==> config.mk <==
export PLATFORM = sky130hd
export DESIGN_NAME = mmcm_lock_sequencer
export DESIGN_NICKNAME = d
export VERILOG_FILES = /design/src/rtl/mmcm_lock_sequencer.sv
export SDC_FILE = /design/constraint.sdc
export NUM_CORES = 1
export LEC_CHECK = 0
export CAP_MARGIN = 25
export CORE_UTILIZATION = 50
export CTS_CLUSTER_SIZE = 8
export DETAILED_ROUTE_END_ITERATION = 12
export GPL_ROUTABILITY_DRIVEN = 0
export PLACE_DENSITY = 0.75
export SYNTH_ARGS = -nofsm -noshare
export SYNTH_HDL_FRONTEND = slang
export SYNTH_SLANG_ARGS = --single-unit
export TNS_END_PERCENT = 20
==> constraint.sdc <==
create_clock -name clk -period 4.6 [get_ports clk]
set_input_delay 0.46 -clock clk [delete_from_list [all_inputs] [get_ports clk]]
set_output_delay 0.46 -clock clk [all_outputs]
set_load 0.02 [all_outputs]
==> src/rtl/mmcm_lock_sequencer.sv <==
// ============================================================================
//  Module      : mmcm_lock_sequencer
//  Description : Power-up / re-lock sequencer for an MMCME2_BASE, clocked from
//                the free-running board clock. Optional loss-of-lock counter
//                is built when MMCM_SEQ_LOL_COUNT_EN is defined.
//  Revision    : 1.0 - initial release
// ============================================================================
`default_nettype none

module mmcm_lock_sequencer #(
    parameter int  RST_CYCLES   = 16,
    parameter int  LOCK_TIMEOUT = 100000,
    parameter int  LOCK_STABLE  = 64,
    parameter int  MAX_RETRIES  = 3,
    localparam int c_retry_w    = (MAX_RETRIES > 0) ? $clog2(MAX_RETRIES + 1) : 1
) (
    input  logic                 clk,
    input  logic                 rst,
    input  logic                 enable,
    input  logic                 mmcm_locked,
    output logic                 mmcm_rst,
    output logic                 mmcm_pwrdwn,
    output logic                 clk_ready,
    output logic                 lol_pulse,
    output logic                 fault,
    output logic [c_retry_w-1:0] retry_cnt,
    output logic [7:0]           lol_count
);

    localparam int c_rst_w = $clog2(RST_CYCLES + 1);
    localparam int c_tmo_w = $clog2(LOCK_TIMEOUT + 1);
    localparam int c_stb_w = $clog2(LOCK_STABLE + 1);

    localparam logic [c_rst_w-1:0]   c_rst_last  = c_rst_w'(RST_CYCLES - 1);
    localparam logic [c_tmo_w-1:0]   c_tmo_last  = c_tmo_w'(LOCK_TIMEOUT - 1);
    localparam logic [c_stb_w-1:0]   c_stb_last  = c_stb_w'(LOCK_STABLE - 1);
    localparam logic [c_retry_w-1:0] c_max_retry = c_retry_w'(MAX_RETRIES);

    typedef enum logic [2:0] {
        ST_OFF       = 3'd0,
        ST_RESET     = 3'd1,
        ST_WAIT_LOCK = 3'd2,
        ST_STABLE    = 3'd3,
        ST_RUN       = 3'd4,
        ST_FAULT     = 3'd5
    } state_t;

    state_t               r_state;
    logic                 r_lock_meta;
    logic                 r_lock_sync;
    logic [c_rst_w-1:0]   r_rst_cnt;
    logic [c_tmo_w-1:0]   r_tmo;
    logic [c_stb_w-1:0]   r_stable;

    // LOCKED comes straight from the MMCM and is asynchronous to clk
    always_ff @(posedge clk or posedge rst) begin
        if (rst) begin
            r_lock_meta <= 1'b0;
            r_lock_sync <= 1'b0;
        end else begin
            r_lock_meta <= mmcm_locked;
            r_lock_sync <= r_lock_meta;
        end
    end

    always_ff @(posedge clk or posedge rst) begin
        if (rst) begin
            r_state     <= ST_OFF;
            mmcm_rst    <= 1'b1;
            mmcm_pwrdwn <= 1'b1;
            clk_ready   <= 1'b0;
            lol_pulse   <= 1'b0;
            fault       <= 1'b0;
            retry_cnt   <= '0;
            r_rst_cnt   <= '0;
            r_tmo       <= '0;
            r_stable    <= '0;
        end else begin
            lol_pulse <= 1'b0;
            if (!enable) begin
                r_state     <= ST_OFF;
                mmcm_rst    <= 1'b1;
                mmcm_pwrdwn <= 1'b1;
                clk_ready   <= 1'b0;
                fault       <= 1'b0;
                retry_cnt   <= '0;
            end else begin
                case (r_state)
                    ST_OFF: begin
                        r_state     <= ST_RESET;
                        mmcm_pwrdwn <= 1'b0;
                        mmcm_rst    <= 1'b1;
                        r_rst_cnt   <= '0;
                    end
                    ST_RESET: begin
                        if (r_rst_cnt == c_rst_last) begin
                            r_state  <= ST_WAIT_LOCK;
                            mmcm_rst <= 1'b0;
                            r_tmo    <= '0;
                            r_stable <= '0;
                        end else begin
                            r_rst_cnt <= r_rst_cnt + c_rst_w'(1);
                        end
                    end
                    // The timeout spans the whole attempt, so it has priority
                    // over lock qualification in both states.
                    ST_WAIT_LOCK, ST_STABLE: begin
                        if (r_tmo == c_tmo_last) begin
                            mmcm_rst  <= 1'b1;
                            r_rst_cnt <= '0;
                            if (retry_cnt < c_max_retry) begin
                                retry_cnt <= retry_cnt + c_retry_w'(1);
                                r_state   <= ST_RESET;
                            end else begin
                                r_state <= ST_FAULT;
                                fault   <= 1'b1;
                            end
                        end else begin
                            r_tmo <= r_tmo + c_tmo_w'(1);
                            if (!r_lock_sync) begin
                                r_state  <= ST_WAIT_LOCK;
                                r_stable <= '0;
                            end else if (r_state == ST_WAIT_LOCK) begin
                                r_state  <= ST_STABLE;
                                r_stable <= '0;
                            end else if (r_stable == c_stb_last) begin
                                r_state   <= ST_RUN;
                                clk_ready <= 1'b1;
                                retry_cnt <= '0;
                            end else begin
                                r_stable <= r_stable + c_stb_w'(1);
                            end
                        end
                    end
                    ST_RUN: begin
                        if (!r_lock_sync) begin
                            r_state   <= ST_RESET;
                            clk_ready <= 1'b0;
                            lol_pulse <= 1'b1;
                            mmcm_rst  <= 1'b1;
                            r_rst_cnt <= '0;
                        end
                    end
                    ST_FAULT: begin
                        fault <= 1'b1;
                    end
                    default: begin
                        r_state     <= ST_OFF;
                        mmcm_rst    <= 1'b1;
                        mmcm_pwrdwn <= 1'b1;
                        clk_ready   <= 1'b0;
                    end
                endcase
            end
        end
    end

`ifdef MMCM_SEQ_LOL_COUNT_EN
    // Saturating event counter; only the block reset clears it
    always_ff @(posedge clk or posedge rst) begin
        if (rst) begin
            lol_count <= 8'd0;
        end else if (lol_pulse && (lol_count != 8'hFF)) begin
            lol_count <= lol_count + 8'd1;
        end
    end
`else
    assign lol_count = 8'd0;
`endif

endmodule

`default_nettype wire
* Word level (Yosys, flattened, before mapping)
Index checks and enable logic that the tools add are counted.
** Operators by class
- $add $sub $neg :: 4
- Order comparisons :: 1
- Eq/ne operators :: 32
- Mux-type cells :: 50
- Reduce and logical (&&, ||, !) cells :: 14
** Operators with widths (number)
- two-way mux 7 bit :: 5
- two-way mux 17 bit :: 2
- one-hot mux 17 bit (2 select lines) :: 1
- inequality test 3 bit, second input constant :: 9
- two-way mux 3 bit :: 8
- one-hot mux 5 bit (4 select lines) :: 1
- adder 17 x 1 -> 17 bit, second input constant :: 1
- equality test 17 bit, second input constant :: 1
- two-way mux 1 bit :: 17
- inequality test 2 bit, second input constant :: 8
- two-way mux 5 bit :: 3
- one-hot mux 3 bit (5 select lines) :: 1
- AND reduction 5 bit :: 3
- two-way mux 2 bit :: 7
- one-hot mux 7 bit (2 select lines) :: 1
- AND reduction 4 bit :: 3
- inequality test 3 x 1 -> 1 bit, second input constant :: 3
- adder 7 x 1 -> 7 bit, second input constant :: 1
- equality test 7 x 6 -> 1 bit, second input constant :: 1
- equality test 3 x 2 -> 1 bit, second input constant :: 2
- equality test 3 bit, second input constant :: 2
- inequality test 6 bit, second input constant :: 1
- AND reduction 6 bit :: 1
- adder 5 x 1 -> 5 bit, second input constant :: 1
- 17 further kinds :: 18
** Word-level totals
- Flip-flop bits (word level) :: 41
- Bits of input ports :: 4
- Output and inout bits :: 15
- Word-level logic and storage cells :: 113

* Longest topological paths before layout
Gate-level depths: netlist (run 1).
- Depth in word-level cells :: 7
- Gate-level depth with buffers :: 8
- Gate-level depth less buffers :: 7

* Least setup slack after synthesis (run 1)
No wires, ideal clock.
- Path kind :: register to register
- Start :: reg r_tmo[0]
- End :: reg r_state[0]
- Library setup time :: 0.125 ns
- Arrival :: 1.914 ns
- Data required time :: 4.475 ns
- Setup slack :: 2.562 ns
- Stages on the path, launching flop included :: 7
- Path buffers :: 1
- Period minus slack after synthesis :: 2.038 ns
- Cells stage by stage :: dfrtp_1 -> ha_1 -> and4_1 -> buf_2 -> a41oi_1 -> o2bb2ai_1 -> mux2_2
** Between the ends
- Cells in the longest elaborated chain, start to end :: 4
- Elaborated cells between the ends (all ways) :: 6
- Those cells by class :: 2 x eq/ne; 3 x mux; 1 x reduce/logical
** RTL lines
- from (decl) :: RTL line 52 : logic [c_tmo_w-1:0] r_tmo;
- from (signal assigned) :: RTL line 119 : r_tmo <= r_tmo + c_tmo_w'(1);
- equality test 17 bit (*) :: RTL line 108 : if (r_tmo == c_tmo_last) begin
- two-way mux 3 bit :: RTL line 108
- one-hot mux 3 bit (5 select lines) :: RTL line 88 : case (r_state)
- two-way mux 3 bit :: RTL line 80 : if (!enable) begin
- to (signal assigned) :: RTL line 81 : r_state <= ST_OFF;
- to (signal assigned) :: RTL line 90 : r_state <= ST_RESET;
- to (signal assigned) :: RTL line 113 : r_state <= ST_RESET;
- to (decl) :: RTL line 48 : state_t r_state;
Every way passes the cells marked *; elsewhere a longest branch is shown, timed or not.
A chain may end at the register's enable or synchronous reset.

* Worst setup path in the final report (run 1)
- Start :: in enable
- End :: reg r_state[0]
** Between the ends
- Cells in the longest elaborated chain, start to end :: 2
- Elaborated cells between the ends (all ways) :: 6
- Those cells by class :: 4 x eq/ne; 1 x mux; 1 x reduce/logical
** RTL lines
- from (decl) :: RTL line 19 : input logic enable,
- inequality test 6 bit (no source line) (tied with other cells)
- AND reduction 4 bit (no source line)
- to (signal assigned) :: RTL line 68 : r_state <= ST_OFF;
- to (signal assigned) :: RTL line 81
- to (signal assigned) :: RTL line 90
Several ways; a longest one is shown, not always the timed one.

==> key figures, run 1 <==
Placed design
  – Placed Cells: 298
  – HPWL after DPL: 3380 um
  – Port Buffer Count: 10
  – Worst slack at placement: 1.65 ns
  – Post-placement cell area: 2470 um^2

Power and ir drop
  – PwrDens: 264 nW/um^2
  – Pleak: 1.10 nW
  – Peak supply drop: 0.208 mV

Drt
  – 1st-iter DRT viols: 125
  – TritonRoute pass-1 iters: 8
  – WL final: 4960 um
  – Detailed-route via count: 1907
  – Number of vias per cell: 6.23
  – DRC: 3
  – Drt wl/cell: 16.2 um
  – DRT antenna net count: 0

CTS
  – Clock root cell: clkbuf_8
  – H-tree Lvls: 2
  – Setup repair bufs after CTS: 0
  – Clk sinks: 41
  – Cts bufs inserted: 5
  – CTS tree: yes
  – Clock Latency Late Sink: 0.30 ns
  – Resize count post-CTS: 0
  – Clock Tree Buf Depth: 2
  – Worst-path clk slew: 0.08 ns
  – Hold_buf cts: 0

Final layout
  – Final Instance Area: 2560 um^2
  – Fin cells: 306
  – Layout Nets: 262
  – Layout cells sized above 1: 7.48%
  – Commonest non-fill, non-tap cell in the layout: dfrtp_1
  – Filler cells: 395
  – N_diodes: 0
  – Most frequent cells in the layout: dfrtp_1, nand2_1, a31oi_1
  – Area growth from synthesis to layout: 6.68%

Logic synthesis
  – Flops & latches, synth: 41
  – Post-synth EDFFs: 0
  – Post-synth top area cell: dfrtp_1
  – Yosys warns: 0
  – Sequential area share after synthesis: 42.9%
  – Post-synth top area share: 40.7%
  – Fraction of registers with async set or reset after synthesis: 100%
  – Avg Synthesized Cell Area: 9.59 um^2
  – Unique masters post-synth: 50
  – Post-Syn Area: 2400 um^2
  – Synth Flop Type: dfrtp_1
  – Synth top area cells: dfrtp_1, a31oi_1, mux2i_1
  – Mapped Cells: 250

Outcome
  – Violated checks: DRC
  – Status: finished with violations

Die
  – Die width: 71.2 um
  – Cell Rows: 24
  – Starting Density: 53.6%
  – IO Pins: 19
  – Core area: 4470 um^2
  – Die Y: 71.2 um
  – DIE AREA: 5080 um^2

Global route
  – Global-route wire length before repair: 8290 um
  – Initial antenna violation count: 0
  – GRT overflow: 0
  – All-layer global routing usage: 21.0%
  – Largest net degree at the start of global routing: 42
  – Number of global-route vias before repair: 1728

Timing
  – RSZ-0062 raised after global routing: false
  – Setup TNS: 0 ns
  – Tmin final: 2.70 ns
  – Fin worst setup slack: 1.90 ns
  – Final Setup Violations: 0
  – F_max: 371 MHz
  – Slew Limit Headroom: 43.1%
  – Hold Fails Final Rpt: 0
  – Fraction of the cycle the final worst path needs: 58.6%
  – Max Slew Vio Count: 0
  – Worst slew pin tran: 0.851 ns
  – Setup Skew: 0.00863 ns

Setup path
  – Critical Path Start Type: input port
  – CP max stage cell: clkdlybuf4s50_1
  – Crit Path Class: in -> reg
  – Max stage delay on crit path: 0.71 ns
  – WP buf/inv: 1
  – CP Data Arrival Time: 2.89 ns
  – Setup crit start: enable
  – Critical Path End Type: flop
  – Worst-path maximum fanout: 17
  – Worst R2R Start: r_state[0]
  – Worst-path cell chain: clkdlybuf4s50_1 -> nand3b_1 -> a21oi_1 -> o2bb2ai_1 -> mux2_2
  – Worst EP required: 4.79 ns
  – Largest delay contributor family on the critical path: compound AO/OA/AOI/OAI gates

Min path
  – Hold Path Origin: r_lock_meta
  – Hold Crit Class: reg -> reg

Flow run
  – Max Cap Viol: 0
==> cell type report <==
class	count	area (um^2)	share of cell area, %
Multi-Input combinational cell	186	1240	48.3
Sequential cell	41	1030	40.2
Timing Repair Buffer	11	108	4.21
Clock buffer	5	68.8	2.69
Tap cell	52	65.1	2.54
Inverter	8	30.0	1.17
Clock inverter	3	21.3	0.832
==> per-layer routing <==
layer / up-vias / GRT usage, % / part of all wire [%]
met5: - / 0 / 0
met1: 937 / 28.9 / 50
met4: 0 / 7.56 / 1.9
met2: 35 / 33.3 / 45
li1: 924 / - / -
met3: 11 / 4.08 / 2.6
==> worst paths after layout <==
path                          endpoint  cells past startpoint  slack [ns]
min                        r_lock_sync                      0        0.35
max reg2reg                   r_tmo[5]                      4        2.05
max                         r_state[0]                      5        1.90
min reg2reg                r_lock_sync                      0        0.35
min in group asynchronous     r_tmo[7]                      3        0.59
max in group asynchronous     mmcm_rst                      3        3.64
==> state kept, by name (all words and copies together) (netlist names) <==
register,count
clk_ready,1
fault,1
lol_pulse,1
mmcm_pwrdwn,1
mmcm_rst,1
r_lock_meta,1
r_lock_sync,1
r_rst_cnt,5
r_stable,7
r_state,3
r_tmo,17
retry_cnt,2
==> synthesized netlist by cell type, types with 2 or more instances <==
master     number
nand3_1        10
o211ai_1        6
and4_1          3
nor2b_1         2
nor4_1          4
a21oi_1        10
nand2_1        24
o211a_1         2
a31oi_1        15
nand2b_1       13
nor3_1          4
clkbuf_1        8
dfrtp_1        39
a41oi_1         2
mux2_2          2
buf_2           4
a2bb2oi_1       3
ha_1            5
dfstp_2         2
o31ai_1         3
nand4_1         6
or3_1           2
o21a_1          5
buf_4           9
o22ai_1         4
or4_1           4
inv_1           8
o21ai_0         6
mux2i_1         9
and3_1          9
and3b_1         2
a21boi_0        7
==> report_power, final <==
| group | internal (mW) | leakage [nW] | switching [mW] |
|---|---|---|---|
| Combinational | 0.0194 | 0.510 | 0.0322 |
| Clock | 0.108 | 0.0445 | 0.130 |
| Sequential | 0.371 | 0.543 | 0.0148 |
| Total | 0.498 | 1.10 | 0.177 |
==> worst register-to-register path, stage by stage (launching register included) <==
cell     delay [ns]
dfrtp_1        0.58
nor3b_1        0.55
nand3_1        0.61
o21ai_0        0.49
a31oi_1        0.17
==> logic make-up (layout without fill, tap and decap cells) <==
logic type | count (synthesis) | count (layout) | synth area share (%)
AOI/OAI and AO/OA | 68 | 68 | 19.2
adders and majority gates | 5 | 5 | 2.61
buffers and inverters | 30 | 27 | 6.63
DFF | 41 | 41 | 42.9
muxes | 11 | 11 | 4.70
other | 1 | 8 | 0.156
and+or+nand+nor | 94 | 94 | 23.8
==> per-stage QoR <==
stage,total power [mW],hold WS [ns],util [%]
after CTS,0.685,0.357,57.2
after global routing,0.704,0.357,57.2
after detailed placement,0.444,0.337,55.1
after floorplan,0.434,0.331,-
final,0.675,0.353,57.2
after global placement,0.443,0.333,55.1
(Power assumes the default switching activity.)
==> run 2: changes to the inputs <==
==> constraint.sdc (replaced) <==
create_clock -name clk -period 2.8 [get_ports clk]
set_input_delay 0.28 -clock clk [delete_from_list [all_inputs] [get_ports clk]]
set_output_delay 0.28 -clock clk [all_outputs]
set_load 0.02 [all_outputs]
==> run 2 against run 1 <==
Global-route usage grew 0.71 points. Largest cell class unchanged. Non-clock buffer count grew 5. Highest routed layer unchanged. Critical endpoint is now r_tmo[5]. Clock skew is essentially flat. Sequential power grew 64%. Worst hold slack gained 0.0063 ns. Clock-buffer cell count is the same. Combinational power grew 73%. The run still ends with DRC left. Clock power grew 110%. Wire length is essentially flat. Via count grew 2.2%.
==> key figures, run 2 (synthesized netlist as in run 1, its figures left out) <==
Outcome
  – Status: finished with violations
  – Violated checks: DRC

Drt
  – Met2 routed WL: 2170 um (-3.5%)
  – TritonRoute pass-1 iters: 8 (unchanged)
  – WL final: 4960 um (about the same)
  – Top layer reached by signal wires: met4
  – DR WL met3: 224 um (+71%)
  – M1 WL: 2490 um (+0.36%)
  – Number of vias per cell: 6.27 (+0.56%)
  – 1st-iter DRT viols: 165 (+32%)
  – Detailed-route via count: 1949 (+2.2%)
  – DRT antenna net count: 0 (unchanged)
  – DRC: 3 (unchanged)
  – Drt wl/cell: 15.9 um (-1.6%)

Die
  – IO Pins: 19 (unchanged)
  – Die Y: 71.2 um (unchanged)
  – Die width: 71.2 um (unchanged)
  – Core area: 4470 um^2 (unchanged)
  – Cell Rows: 24 (unchanged)
  – DIE AREA: 5080 um^2 (unchanged)
  – Starting Density: 53.6% (unchanged)

Power and ir drop
  – PwrDens: 465 nW/um^2 (+76%)
  – Peak supply drop: 0.275 mV (+32%)
  – Tot Pwr: 1.22 mW (+80%)
  – Pleak: 1.13 nW (+3.1%)

CTS
  – Cts bufs inserted: 5 (unchanged)
  – Worst-path clk slew: 0.08 ns (about the same)
  – Clk sinks: 41 (unchanged)
  – Setup repair bufs after CTS: 0 (unchanged)
  – H-tree Lvls: 2 (unchanged)
  – Clock Latency Late Sink: 0.31 ns (about the same)
  – Clock Tree Buf Depth: 2 (unchanged)
  – Hold_buf cts: 0 (unchanged)
  – Clock root cell: clkbuf_8
  – Resize count post-CTS: 0 (unchanged)
  – CTS tree: yes

Setup path
  – Crit Path Class: reg -> reg
  – Critical Path End Type: flop
  – Worst-path maximum fanout: 17 (unchanged)
  – WP buf/inv: 1 (unchanged)
  – CP Data Arrival Time: 2.34 ns (-0.55 ns)
  – Worst EP required: 2.95 ns (-1.84 ns)
  – CP max stage cell: nor3b_1
  – Critical Path Start Type: flop
  – Largest delay contributor family on the critical path: simple AND/OR/NAND/NOR gates
  – Max stage delay on crit path: 0.61 ns (-0.10 ns)
  – Worst-path cell chain: nor3b_1 -> nand3_1 -> buf_4 -> o21ai_0 -> a31oi_1

Final layout
  – Multi-input gate area: 1240 um^2 (unchanged)
  – Most frequent cells in the layout: dfrtp_1, nand2_1, a31oi_1
  – Largest register by flop count: r_tmo
  – Commonest non-fill, non-tap cell in the layout: dfrtp_1
  – Area growth from synthesis to layout: 9.29%
  – Leading registers by flop count: r_tmo (17), r_stable (7), r_rst_cnt (5)
  – Total area of sequential cells: 1030 um^2 (unchanged)
  – Number of flip-flops in the largest register: 17 (unchanged)
  – N_diodes: 0 (unchanged)
  – Layout cells sized above 1: 9.27% (+1.8 points)
  – Filler cells: 365 (-7.6%)
  – Core Util, Final: 58.6% (+1.4 points)
  – Final Instance Area: 2620 um^2 (+2.4%)
  – Layout Nets: 267 (+1.9%)

Placed design
  – Port Buffer Count: 10 (unchanged)
  – HPWL after DPL: 3340 um (-0.99%)
  – Worst slack at placement: 0.530 ns (-1.12 ns)
  – Post-placement cell area: 2500 um^2 (+1.5%)

Timing
  – Final Setup Violations: 0 (unchanged)
  – RSZ-0062 raised after global routing: false
  – Setup TNS: 0 ns (unchanged)
  – Fraction of the cycle the final worst path needs: 77.9%
  – Fin worst setup slack: 0.618 ns (-1.29 ns)
  – Max Slew Vio Count: 0 (unchanged)
  – Worst slew pin tran: 0.659 ns (-0.192 ns)
  – Slew Limit Headroom: 56.0% (+13 points)
  – Tmin final: 2.18 ns
  – F_max: 458 MHz
  – Setup Skew: 0.00834 ns (-0.000285 ns)
  – Hold Fails Final Rpt: 0 (unchanged)

Flow run
  – Max Cap Viol: 0 (unchanged)

Global route
  – GRT overflow: 0 (unchanged)
  – Global-route wire length before repair: 8530 um (+2.8%)
  – Number of global-route vias before repair: 1710 (-1.0%)
  – Largest net degree at the start of global routing: 42 (unchanged)
  – All-layer global routing usage: 21.7% (+0.71 points)
  – Initial antenna violation count: 0 (unchanged)

Min path
  – Hold Crit Class: reg -> reg
[run 2: cell types whose count changed in the layout (fill, tap and decap cells not counted)]
cell	delta
inv_6	-1
bufinv_16	+1
clkinv_4	+1
buf_4	+5
clkinv_2	-1
[run 2: power breakdown]
group | switching (mW) | internal (mW)
Clock | 0.228 | 0.267
Sequential | 0.0242 | 0.609
Combinational | 0.0547 | 0.0344
[run 2: layer usage]
metal | vias up | track usage (%)
li1 | 946 | -
met1 | 945 | 32.4
met2 | 52 | 31.3
met3 | 6 | 4.64
met4 | 0 | 7.33
met5 | - | 0
[run 2: path summary, 6_finish.rpt]
check                      slack (ns)        start  cells past startpoint           end
max                              0.62   r_state[0]                      5      r_tmo[5]
min reg2reg                      0.36  r_lock_meta                      0   r_lock_sync
max in group asynchronous        2.03          rst                      3      mmcm_rst
max reg2reg                      0.62   r_state[0]                      5      r_tmo[5]
min                              0.36  r_lock_meta                      0   r_lock_sync
min in group asynchronous        0.40          rst                      3  r_rst_cnt[1]
[run 2: final cells by class]
class	count	share of cell area (%)
Timing Repair Buffer	16	5.54
Sequential cell	41	39.3
Multi-Input combinational cell	186	47.2
Clock inverter	3	1.77
Clock buffer	5	2.63
Tap cell	52	2.48
Inverter	8	1.15
[run 2: per-stage QoR]
stage                     std cells  hold slack, ns
after floorplan                 257           0.311
after global placement          303           0.338
after detailed placement        303           0.342
after CTS                       311           0.362
after global routing            311           0.375
final                           311           0.359
==> run 3: changes to the inputs <==
==> constraint.sdc (replaced) <==
create_clock -name clk -period 2.2 [get_ports clk]
set_input_delay 0.22 -clock clk [delete_from_list [all_inputs] [get_ports clk]]
set_output_delay 0.22 -clock clk [all_outputs]
set_load 0.02 [all_outputs]
==> run 3 against run 2 <==
The run still ends with DRC left. Global-route usage shrank 0.65 points. Non-clock buffer count grew 5. Clock skew shrank 0.0037 ns. Sequential share of layout area shrank 0.28 points. Final area grew 0.72%. Critical path type unchanged. Clock-buffer cell count grew 3. First-iteration DRC count shrank 21%. Worst hold slack lost 0.0065 ns. Total power grew 17%.
==> key figures, run 3 (synthesized netlist as in run 1, its figures left out) <==
CTS
  – Clock Tree Buf Depth: 2 (unchanged)
  – H-tree Lvls: 2 (unchanged)
  – Hold_buf cts: 0 (unchanged)
  – CTS tree: yes
  – Cts bufs inserted: 5 (unchanged)
  – Resize count post-CTS: 1 (+1)
  – Clock root cell: clkbuf_8
  – Setup repair bufs after CTS: 0 (unchanged)
  – Clk sinks: 41 (unchanged)
  – Clock Latency Late Sink: 0.29 ns (-0.02 ns)
  – Worst-path clk slew: 0.07 ns (about the same)

Setup path
  – Setup crit start: r_rst_cnt[0]
  – Critical Path Start Type: flop
  – CP max stage cell: dfrtp_1
  – Worst R2R Start: r_rst_cnt[0]
  – WP buf/inv: 0 (-1)
  – Crit Path Class: reg -> reg
  – Max stage delay on crit path: 0.42 ns (-0.19 ns)
  – Most Frequent Cell on Critical Path: ha_1
  – Critical Path End Type: flop
  – Largest delay contributor family on the critical path: simple AND/OR/NAND/NOR gates
  – Worst-path maximum fanout: 4 (-13)
  – Worst EP required: 2.41 ns (-0.54 ns)
  – CP Data Arrival Time: 2.23 ns (-0.11 ns)
  – Worst-path cell chain: ha_1 -> and3_1 -> ha_1 -> nor2b_1 -> nor4b_2 -> a41oi_1 -> a31oi_1

Flow run
  – Max Cap Viol: 0 (unchanged)

Timing
  – Slew Limit Headroom: 63.4% (+7.5 points)
  – Worst hold slack: 0.352 ns (-0.00648 ns)
  – Hold Fails Final Rpt: 0 (unchanged)
  – RSZ-0062 raised after global routing: false
  – Final Setup Violations: 0 (unchanged)
  – Fraction of the cycle the final worst path needs: 91.6% (+14 points)
  – Setup Skew: 0.00464 ns (-0.00370 ns)
  – Worst slew pin tran: 0.543 ns (-0.116 ns)
  – Tmin final: 2.01 ns (-0.168 ns)
  – Fin worst setup slack: 0.186 ns (-0.432 ns)
  – Max Slew Vio Count: 0 (unchanged)
  – F_max: 496 MHz (+8.3%)

Drt
  – WL final: 4940 um (-0.48%)
  – Drt wl/cell: 15.6 um (-2.1%)
  – Number of vias per cell: 6.08 (-3.0%)
  – TritonRoute pass-1 iters: 9 (+1)
  – DRT antenna net count: 0 (unchanged)
  – 1st-iter DRT viols: 130 (-21%)
  – Detailed-route via count: 1921 (-1.4%)
  – DRC: 3 (unchanged)

Power and ir drop
  – Pleak: 1.15 nW (+1.6%)
  – Peak supply drop: 0.410 mV (+49%)
  – PwrDens: 542 nW/um^2 (+17%)

Global route
  – All-layer global routing usage: 21.0% (-0.65 points)
  – GRT overflow: 0 (unchanged)
  – Number of global-route vias before repair: 1689 (-1.2%)
  – Largest net degree at the start of global routing: 42 (unchanged)
  – Global-route wire length before repair: 8230 um (-3.5%)
  – Initial antenna violation count: 0 (unchanged)

Final layout
  – Commonest non-fill, non-tap cell in the layout: dfrtp_1
  – Largest register by flop count: r_tmo
  – Area growth from synthesis to layout: 10.1%
  – Leading registers by flop count: r_tmo (17), r_stable (7), r_rst_cnt (5)
  – N_diodes: 0 (unchanged)
  – Most frequent cells in the layout: dfrtp_1, nand2_1, a31oi_1
  – Layout cells sized above 1: 10.6% (+1.3 points)
  – Layout Nets: 272 (+1.9%)
  – Number of flip-flops in the largest register: 17 (unchanged)
  – Fin cells: 316 (+1.6%)

Die
  – Die Y: 71.2 um (unchanged)
  – Die width: 71.2 um (unchanged)
  – Core area: 4470 um^2 (unchanged)
  – Starting Density: 53.6% (unchanged)
  – IO Pins: 19 (unchanged)
  – Cell Rows: 24 (unchanged)
  – DIE AREA: 5080 um^2 (unchanged)

Placed design
  – Port Buffer Count: 10 (unchanged)
  – Worst slack at placement: -0.00672 ns (-0.537 ns)
  – Placed Cells: 308 (+1.7%)
  – HPWL after DPL: 3440 um (+2.9%)

Outcome
  – Violated checks: DRC
  – Status: finished with violations

Min path
  – Hold Crit Class: in -> async
==> run 3: power breakdown <==
group	switching [mW]	total (mW)	internal, mW	leakage [nW]
clock	0.248	0.504	0.256	0.0455
combinational	0.0704	0.119	0.0486	0.561
sequential	0.0314	0.807	0.775	0.543
total	0.350	1.43	1.08	1.15
==> run 3: per-layer routing <==
layer / part of all wire [%] / vias to the layer above / GRT usage, %
li1: - / 956 / -
met1: 51 / 898 / 31.8
met2: 43 / 58 / 29.6
met3: 5.0 / 9 / 4.92
met4: 1.5 / 0 / 7.11
met5: 0 / - / 0
==> run 3: final timing paths <==
kind	cells past startpoint	slack, ns	to
max in group asynchronous	3	1.46	mmcm_pwrdwn
setup reg to reg	7	0.19	r_rst_cnt[3]
hold / removal	3	0.35	r_rst_cnt[1]
setup / recovery	7	0.19	r_rst_cnt[3]
min in group clk	0	0.35	r_lock_sync
hold reg to reg	0	0.35	r_lock_sync
==> run 3: area by class of cell <==
class | instances | area (um^2)
Clock buffer | 8 | 90.1
Fill cell | 373 | 1840
Inverter | 8 | 30.0
Multi-Input combinational cell | 186 | 1240
Sequential cell | 41 | 1030
Tap cell | 52 | 65.1
Timing Repair Buffer | 21 | 183
==> run 3: through the flow <==
| step | total power [mW] | setup TNS, ns | cell area, um^2 | utilization [%] |
|---|---|---|---|---|
| after floorplan | 0.908 | 0 | 2420 | - |
| after global placement | 0.936 | 0 | 2540 | 56.8 |
| after detailed placement | 0.940 | -0.00672 | 2540 | 56.8 |
| after CTS | 1.45 | 0 | 2640 | 59.0 |
| after global routing | 1.50 | 0 | 2640 | 59.0 |
| final | 1.43 | 0 | 2640 | 59.0 |
==> run 3: worst min-delay path, stage by stage <==
cell and delay (ns):
clkdlybuf4s50_1 0.40, inv_1 0.05, buf_4 0.42
